$ cat src/rtl/vol_buffer_arbiter.sv
// Ping-pong volume buffer arbiter.
// Two banks alternate between acquisition (writer) and software transfer
// (reader). Status, a volume counter and a drop counter are exposed through
// a small zero-wait-state Avalon-MM slave.
module vol_buffer_arbiter #(
    parameter int unsigned CNT_W = 16
) (
    input  logic        clk,
    input  logic        reset_n,
    input  logic        vol_start,
    input  logic        vol_end,
    input  logic        vol_transfer_done,
    output logic        wr_bank,
    output logic        wr_enable,
    output logic        rd_bank,
    output logic        vol_ready,
    input  logic [1:0]  address,
    input  logic        chipselect,
    input  logic        write_n,
    input  logic [31:0] writedata,
    output logic [31:0] readdata
);

    typedef enum logic [1:0] {
        EMPTY   = 2'd0,
        FILLING = 2'd1,
        FULL    = 2'd2
    } bank_state_e;

    typedef enum logic {
        A_IDLE = 1'b0,
        A_FILL = 1'b1
    } acq_state_e;

    // Architectural state
    acq_state_e         acq_q, acq_d;
    bank_state_e        bank_q [2];
    bank_state_e        bank_d [2];
    logic               wr_bank_q, wr_bank_d;
    logic               rd_bank_q, rd_bank_d;
    logic               vol_ready_q, vol_ready_d;
    logic               done_q;
    logic [CNT_W-1:0]   vol_cnt_q, vol_cnt_d;
    logic [CNT_W-1:0]   drop_cnt_q, drop_cnt_d;
    logic               overflow_q, overflow_d;
    logic               spurious_q, spurious_d;
    logic               proto_err_q, proto_err_d;

    // Per-cycle events derived from the pre-edge state
    logic               done_edge;
    logic               vol_evt;
    logic               drop_evt;
    logic               ovf_set;
    logic               spur_set;
    logic               perr_set;

    // Avalon write decode
    logic               wr_acc;
    logic               clr_flags;
    logic               clr_vol;
    logic               clr_drop;
    logic               unused_wdata;

    // Rising edge of the software transfer-done level
    always_comb begin
        done_edge = vol_transfer_done & ~done_q;
    end

    // Acquisition FSM and read-side release, both decided on pre-edge state.
    // The writer only touches a bank that is EMPTY or FILLING and the reader
    // only touches a FULL bank, so both may update bank_d in the same cycle.
    always_comb begin
        acq_d     = acq_q;
        bank_d    = bank_q;
        wr_bank_d = wr_bank_q;
        rd_bank_d = rd_bank_q;
        vol_evt   = 1'b0;
        drop_evt  = 1'b0;
        ovf_set   = 1'b0;
        spur_set  = 1'b0;
        perr_set  = 1'b0;

        case (acq_q)
            A_IDLE: begin
                if (vol_start) begin
                    if (bank_q[wr_bank_q] == EMPTY) begin
                        bank_d[wr_bank_q] = FILLING;
                        acq_d             = A_FILL;
                    end else begin
                        drop_evt = 1'b1;
                        ovf_set  = 1'b1;
                    end
                end
                if (vol_end) begin
                    perr_set = 1'b1;
                end
            end
            A_FILL: begin
                if (vol_end) begin
                    bank_d[wr_bank_q] = FULL;
                    wr_bank_d         = ~wr_bank_q;
                    vol_evt           = 1'b1;
                    acq_d             = A_IDLE;
                end
                if (vol_start) begin
                    perr_set = 1'b1;
                end
            end
        endcase

        if (done_edge) begin
            if (bank_q[rd_bank_q] == FULL) begin
                bank_d[rd_bank_q] = EMPTY;
                rd_bank_d         = ~rd_bank_q;
            end else begin
                spur_set = 1'b1;
            end
        end

        vol_ready_d = (bank_d[rd_bank_d] == FULL);
    end

    // Register-interface write decode
    always_comb begin
        wr_acc       = chipselect & ~write_n;
        clr_flags    = wr_acc && (address == 2'd0);
        clr_vol      = wr_acc && (address == 2'd1);
        clr_drop     = wr_acc && (address == 2'd2);
        unused_wdata = ^{writedata[31:5], writedata[1:0]};
    end

    // Counters: a clear coinciding with an event leaves the count at one
    always_comb begin
        vol_cnt_d  = vol_cnt_q;
        drop_cnt_d = drop_cnt_q;

        if (clr_vol) begin
            vol_cnt_d = vol_evt ? CNT_W'(1) : '0;
        end else if (vol_evt) begin
            vol_cnt_d = vol_cnt_q + CNT_W'(1);
        end

        if (clr_drop) begin
            drop_cnt_d = drop_evt ? CNT_W'(1) : '0;
        end else if (drop_evt && (drop_cnt_q != '1)) begin
            drop_cnt_d = drop_cnt_q + CNT_W'(1);
        end
    end

    // Sticky flags: a set wins over a simultaneous write-one-to-clear
    always_comb begin
        overflow_d  = (overflow_q  & ~(clr_flags & writedata[2])) | ovf_set;
        spurious_d  = (spurious_q  & ~(clr_flags & writedata[3])) | spur_set;
        proto_err_d = (proto_err_q & ~(clr_flags & writedata[4])) | perr_set;
    end

    // FSM, bank and pointer state registers
    always_ff @(posedge clk) begin
        if (!reset_n) begin
            acq_q       <= A_IDLE;
            bank_q[0]   <= EMPTY;
            bank_q[1]   <= EMPTY;
            wr_bank_q   <= 1'b0;
            rd_bank_q   <= 1'b0;
            vol_ready_q <= 1'b0;
            done_q      <= 1'b0;
        end else begin
            acq_q       <= acq_d;
            bank_q[0]   <= bank_d[0];
            bank_q[1]   <= bank_d[1];
            wr_bank_q   <= wr_bank_d;
            rd_bank_q   <= rd_bank_d;
            vol_ready_q <= vol_ready_d;
            done_q      <= vol_transfer_done;
        end
    end

    // Counter and sticky-flag registers
    always_ff @(posedge clk) begin
        if (!reset_n) begin
            vol_cnt_q   <= '0;
            drop_cnt_q  <= '0;
            overflow_q  <= 1'b0;
            spurious_q  <= 1'b0;
            proto_err_q <= 1'b0;
        end else begin
            vol_cnt_q   <= vol_cnt_d;
            drop_cnt_q  <= drop_cnt_d;
            overflow_q  <= overflow_d;
            spurious_q  <= spurious_d;
            proto_err_q <= proto_err_d;
        end
    end

    // Output mapping
    always_comb begin
        wr_bank   = wr_bank_q;
        wr_enable = (acq_q == A_FILL);
        rd_bank   = rd_bank_q;
        vol_ready = vol_ready_q;
    end

    // Combinational register read-back
    always_comb begin
        readdata = '0;
        case (address)
            2'd0: readdata[5:0] = {rd_bank_q, proto_err_q, spurious_q,
                                   overflow_q, wr_bank_q, vol_ready_q};
            2'd1: readdata[CNT_W-1:0] = vol_cnt_q;
            2'd2: readdata[CNT_W-1:0] = drop_cnt_q;
            default: readdata = '0;
        endcase
    end

endmodule

$ cat config.mk
export PLATFORM = sky130hd
export DESIGN_NAME = vol_buffer_arbiter
export DESIGN_NICKNAME = d
export VERILOG_FILES = /design/src/rtl/vol_buffer_arbiter.sv
export SDC_FILE = /design/constraint.sdc
export NUM_CORES = 1
export LEC_CHECK = 0
export CORE_MARGIN = 10
export CORE_UTILIZATION = 45
export CTS_CLUSTER_SIZE = 24
export DETAILED_ROUTE_END_ITERATION = 10
export GPL_TIMING_DRIVEN = 1
export PLACE_DENSITY_LB_ADDON = 0.1
export SYNTH_ARGS = -nofsm -noshare
export SYNTH_HDL_FRONTEND = slang
export SYNTH_SLANG_ARGS = --single-unit
$ cat constraint.sdc
create_clock -name clk -period 2.4 [get_ports clk]
set_input_delay 0.48 -clock clk [delete_from_list [all_inputs] [get_ports clk]]
set_output_delay 0.48 -clock clk [all_outputs]
set_load 0.1 [all_outputs]
== After elaboration in Yosys (flattened, before gate mapping) ==
Index checks and enable logic that the tools add are counted.

* Bits in latches: 0
* Register bits: 44
* Memories kept: 0
* Bits in read-only memories: 0
* Bits in writable memories: 0
* Bits of input ports: 41
* Word-level logic and storage cells: 107

* Bitwise gates (word level): 30
* Multiply operators: 0
* Div/mod/pow operators: 0
* Mux-type cells: 42
* $add $sub $neg: 2
* $lt $le $gt $ge: 5
* Shifts and indexed selects: 0
* Equal/unequal tests: 5
* Reductions and logical operators: 11

{| class="wikitable"
|+ Operators with widths
! kind !! number
|-
| 2-to-1 mux 16 bit || 4
|-
| adder 16 x 1 -> 16 bit (second input constant) || 2
|-
| 2-to-1 mux 2 bit || 11
|-
| 2-to-1 mux 4 bit || 5
|-
| case mux 10 bit (2 select lines) || 1
|-
| case mux 6 bit (3 select lines) || 1
|-
| != test 16 bit (second input constant) || 1
|-
| 2-to-1 mux 1 bit || 15
|-
| AND 1 bit || 8
|-
| NOT 1 bit || 8
|-
| case mux 4 bit (2 select lines) || 1
|-
| equality test 2 bit (second input constant) || 3
|-
| >= comparator 2 bit (second input constant) || 3
|-
| logical AND 1 bit || 6
|-
| NOT 1 -> 2 bit || 3
|-
| AND 2 bit || 2
|-
| AND 4 bit || 1
|-
| demux 2 bit (select 1 bit) || 2
|-
| logical NOT 2 bit || 2
|-
| less-than comparator 2 x 1 -> 1 bit (second input constant) || 2
|-
| NOT 2 bit || 2
|-
| NOT 4 bit || 1
|-
| bitwise OR 2 bit || 2
|-
| case mux 1 bit (2 select lines) || 2
|-
| 4 further kinds || 7
|}

== Longest topological paths before layout ==
* Word-level depth: 17
* Gate-level depth with buffers: 8

== Worst setup path after synthesis ==
Ideal clock, no wire load.

* Path type: input port to output port
* Start point: in address[0]
* End point: out readdata[10]
* Arrival time: 2.663 ns
* Data required time: 1.920 ns
* Slack: -0.743 ns
* Stages on the path: 6
* Path buffers: 2
* Cell sequence: inv_1 ha_1 clkbuf_1 clkbuf_1 a22oi_1 nor2b_1

* Cells in the longest elaborated chain, start to end: 2
* Elaborated cells on any way between the ends: 3

{| class="wikitable"
|+ RTL lines
! item !! RTL line !! source
|-
| start: declaration || 17 || <nowiki>input logic [1:0] address,</nowiki>
|-
| equality test 2 bit or equality test 2 x 1 -> 1 bit (tied branches) || 206 || <nowiki>case (address)</nowiki>
|-
| case mux 10 bit (2 select lines) * || 206 ||
|-
| end: declaration || 21 || <nowiki>output logic [31:0] readdata</nowiki>
|}

Every way passes the cells marked *; elsewhere a longest branch is shown, timed or not.

== Worst setup path in the final report ==
* Start point: in address[1]
* End point: out readdata[1]

* Cells in the longest elaborated chain, start to end: 2
* Elaborated cells on any way between the ends: 4

{| class="wikitable"
|+ RTL lines
! item !! RTL line
|-
| equality test 2 bit, or another cell as far along || 206
|-
| case mux 6 bit (3 select lines) * || 206
|}

Marked as above.

==> flow_metrics.tcl <==
set metrics [dict create \
    outcome "complete, no violations" \
    netlist_area_mm2 0.002514 \
    r2r_end "drop_cnt_q[13]" \
    maxCapViolations 0 \
    p_int_mw 1.107 \
    regArea_um2 880.8 \
    hold_viol_final 0 \
    final_antenna_net_count 0 \
    drive_gt1_frac 0.2436 \
    switching_power_mw 0.5639 \
    power_mw 1.671 \
    dieArea_mm2 0.008976 \
    required_ns 1.92 \
    syn_inst 297 \
    clk_pin_slew_ns 0.08 \
    r2r-start "wr_bank" \
    p_leak_nw 1.235 \
    multi_input_comb_area_mm2 0.001608 \
    fp.dieH_um 94.74 \
    antenna_found_initial 0 \
    drt-initial-drc-count 166 \
    start_util 0.4593 \
    clkSinkCount 44 \
    synth-seq-area-share 0.3504 \
    remaining_drc_errors 0 \
    rr_worst_depth 5 \
    grt_pass1_vias 2094 \
    ys_top_cells_by_count "dfxtp_1, nor2_1, nand2_1" \
    hold_class "reg2reg" \
    hold_path_end "spurious_q" \
    share_comb_of_total_power 0.239 \
    grt_max_degree 16 \
    endpoint_kind "output pin" \
    io_pins 77 \
    synth_top_area_frac 0.3504 \
    cts_root_buf "clkbuf_8" \
    grt_overflow 0 \
    clk_path_buf_depth 2 \
    fin_crit_sh 0.9272 \
    fin_skew_ns 0.006969 \
    power_frac_clock 0.291 \
    synth-main-ff-cell "dfxtp_1" \
    setup_viol 0 \
    core_area_mm2 0.005473 \
    period_minus_slack_ns 2.225 \
    vias_per_cell 5.337 \
    peakVddDrop_uv 371.7 \
    maxSlewViolCount 0 \
    rsz0062_at_grt "false" \
    synth.most_common_cell "dfxtp_1" \
    nNetsFinal 395 \
    path_class "in2out" \
    synthArstFlopShare 0 \
    drtPass1Iterations 6 \
    place.port_buffers 31 \
    synth_cell_types 47 \
    ys_seq_elements 44 \
    grt_pass1_wl_mm 10.70 \
    postCtsSetupRepairBufs 0 \
    yosys-top-cells-area "dfxtp_1, nor2_1, xor2_1, buf_4, nand3_1" \
    die_width_um 94.74 \
    ff2ff_setup_slack_ns 0.49 \
    dp_hpwl_mm 5.028 \
    path_max_fanout 11 \
    startpoint_type "primary input" \
    avgRoutedWirePerCell_um 15.28 \
    yosysWarnings 0 \
    fmaxAchievable_mhz 449.4 \
    pre_cts_slack_ns -0.2308 \
    synth-edff-count 0 \
    fill_cells 500 \
    min_from "spurious_q" \
    crit_arrival_ns 1.75 \
    num_antenna_cells 0 \
    vias 2247 \
    clkLatencyLatePin_ns 0.29 \
    cts_buffers 5 \
    grt_use_total 0.1475 \
    hold_depth 2 \
    seqPwrFrac 0.470 \
    yosysTopAreaCell "dfxtp_1" \
    p_sw_frac 0.3375 \
    wirelength_mm 6.434 \
    avgSynthCellArea_um2 8.464 \
    timing.final.ws_setup_ns 0.1747 \
    rows 27 \
    pwr_density_cell_mw_per_mm2 497.7 \
    gp_congestion 0.7954 \
    area_delta_synth_final_pct 33.55 \
    cts_tree "yes" \
    htree_levels 2 \
]
## final cells by class
class,instances,area share
multi-input combinational,234,0.4789
clock inverter,1,0.002236
timing repair buffer,57,0.1972
tap,72,0.02684
clock buffer,7,0.02572
sequential,44,0.2624
inverter,6,0.006709
## critical path, cell delays in order
cell,delay (ns)
clkbuf_2,0.13
inv_1,0.09
ha_4,0.17
buf_12,0.14
a222oi_1,0.35
buf_4,0.19
nor2_4,0.03
buf_12,0.16
## flip-flops by register name, indices dropped and copies added (netlist names)
name,count
vol_ready,1
wr_bank,1
done_q,1
vol_cnt_q,16
drop_cnt_q,16
rd_bank,1
spurious_q,1
bank_q,4
wr_enable,1
proto_err_q,1
overflow_q,1
## placed cells by master, fill, tap and decap left out, types with 5 or more instances in the layout
| cell type | netlist | layout |
|---|---|---|
| a21oi_1 | 12 | 12 |
| a222oi_1 | 6 | 6 |
| a22oi_1 | 10 | 8 |
| and2_1 | 5 | 5 |
| buf_12 | 0 | 17 |
| buf_4 | 16 | 28 |
| clkbuf_8 | 0 | 6 |
| clkdlybuf4s50_1 | 0 | 9 |
| conb_1 | 1 | 16 |
| dfxtp_1 | 44 | 44 |
| inv_1 | 6 | 6 |
| nand2_1 | 22 | 22 |
| nand3_1 | 17 | 17 |
| nand4_1 | 11 | 11 |
| nor2_1 | 41 | 35 |
| nor2_4 | 0 | 6 |
| nor2b_2 | 0 | 7 |
| o21ai_0 | 8 | 8 |
| or3_1 | 6 | 6 |
| xnor2_1 | 7 | 7 |
| xor2_1 | 17 | 17 |
## cells by family (layout without fill, tap and decap cells)
group	Yosys count	count (layout)	share of synthesized area
buffers and inverters	34	71	0.08113
AOI/OAI and AO/OA	50	50	0.1409
DFF	44	44	0.3504
and+or+nand+nor	136	136	0.3046
muxes	2	2	0.007964
adders and majority gates	6	6	0.02986
xor gates and xnor gates	24	24	0.08362
other	1	16	0.001492
## stage by stage
stage | utilization | TNS (ns) | std cells | hold slack, ns | area, µm²
2_1_floorplan | - | -0.2255 | 312 | 0.4405 | 2655
3_3_place_gp | 0.5905 | -2.289 | 413 | 0.4643 | 3232
3_5_place_dp | 0.5905 | -2.723 | 413 | 0.4644 | 3232
4_1_cts | 0.6148 | 0 | 421 | 0.4763 | 3364
5_1_grt | 0.6134 | 0 | 421 | 0.5259 | 3357
6_report | 0.6134 | 0 | 421 | 0.4739 | 3357
## power groups by stage
stage,clock network [mW],registers (mW),logic (mW)
after floorplan,0,0.821,0.289
after global placement,0,0.802,0.390
after detailed placement,0,0.802,0.393
after CTS,0.498,0.785,0.399
after global routing,0.526,0.790,0.422
final,0.487,0.785,0.399
## timing repair
action	in CTS	in global routing
hold buffers	0	0
pin swaps	1	1
endpoints found under the setup margin	16	3
resized for setup	10	4
## metal layers
metal / share of wire / GRT usage / up-vias
met5: 0 / 0 / -
met4: 0.0045 / 0.03865 / 0
met3: 0.052 / 0.02776 / 2
met2: 0.48 / 0.2305 / 48
met1: 0.47 / 0.2030 / 1065
li1: - / - / 1132
## how the worst max path moves through the flow
stage	start	endpoint	slack [ns]	depth (start not counted)
after detailed placement	address[0]	readdata[1]	-0.23	7
after global placement	address[0]	readdata[1]	-0.22	7
after global routing	address[1]	readdata[1]	0.09	8
after CTS	address[1]	readdata[1]	0.03	8
final	address[1]	readdata[1]	0.17	8
after floorplan	address[0]	readdata[10]	-0.23	6
(Power assumes the default switching activity.)
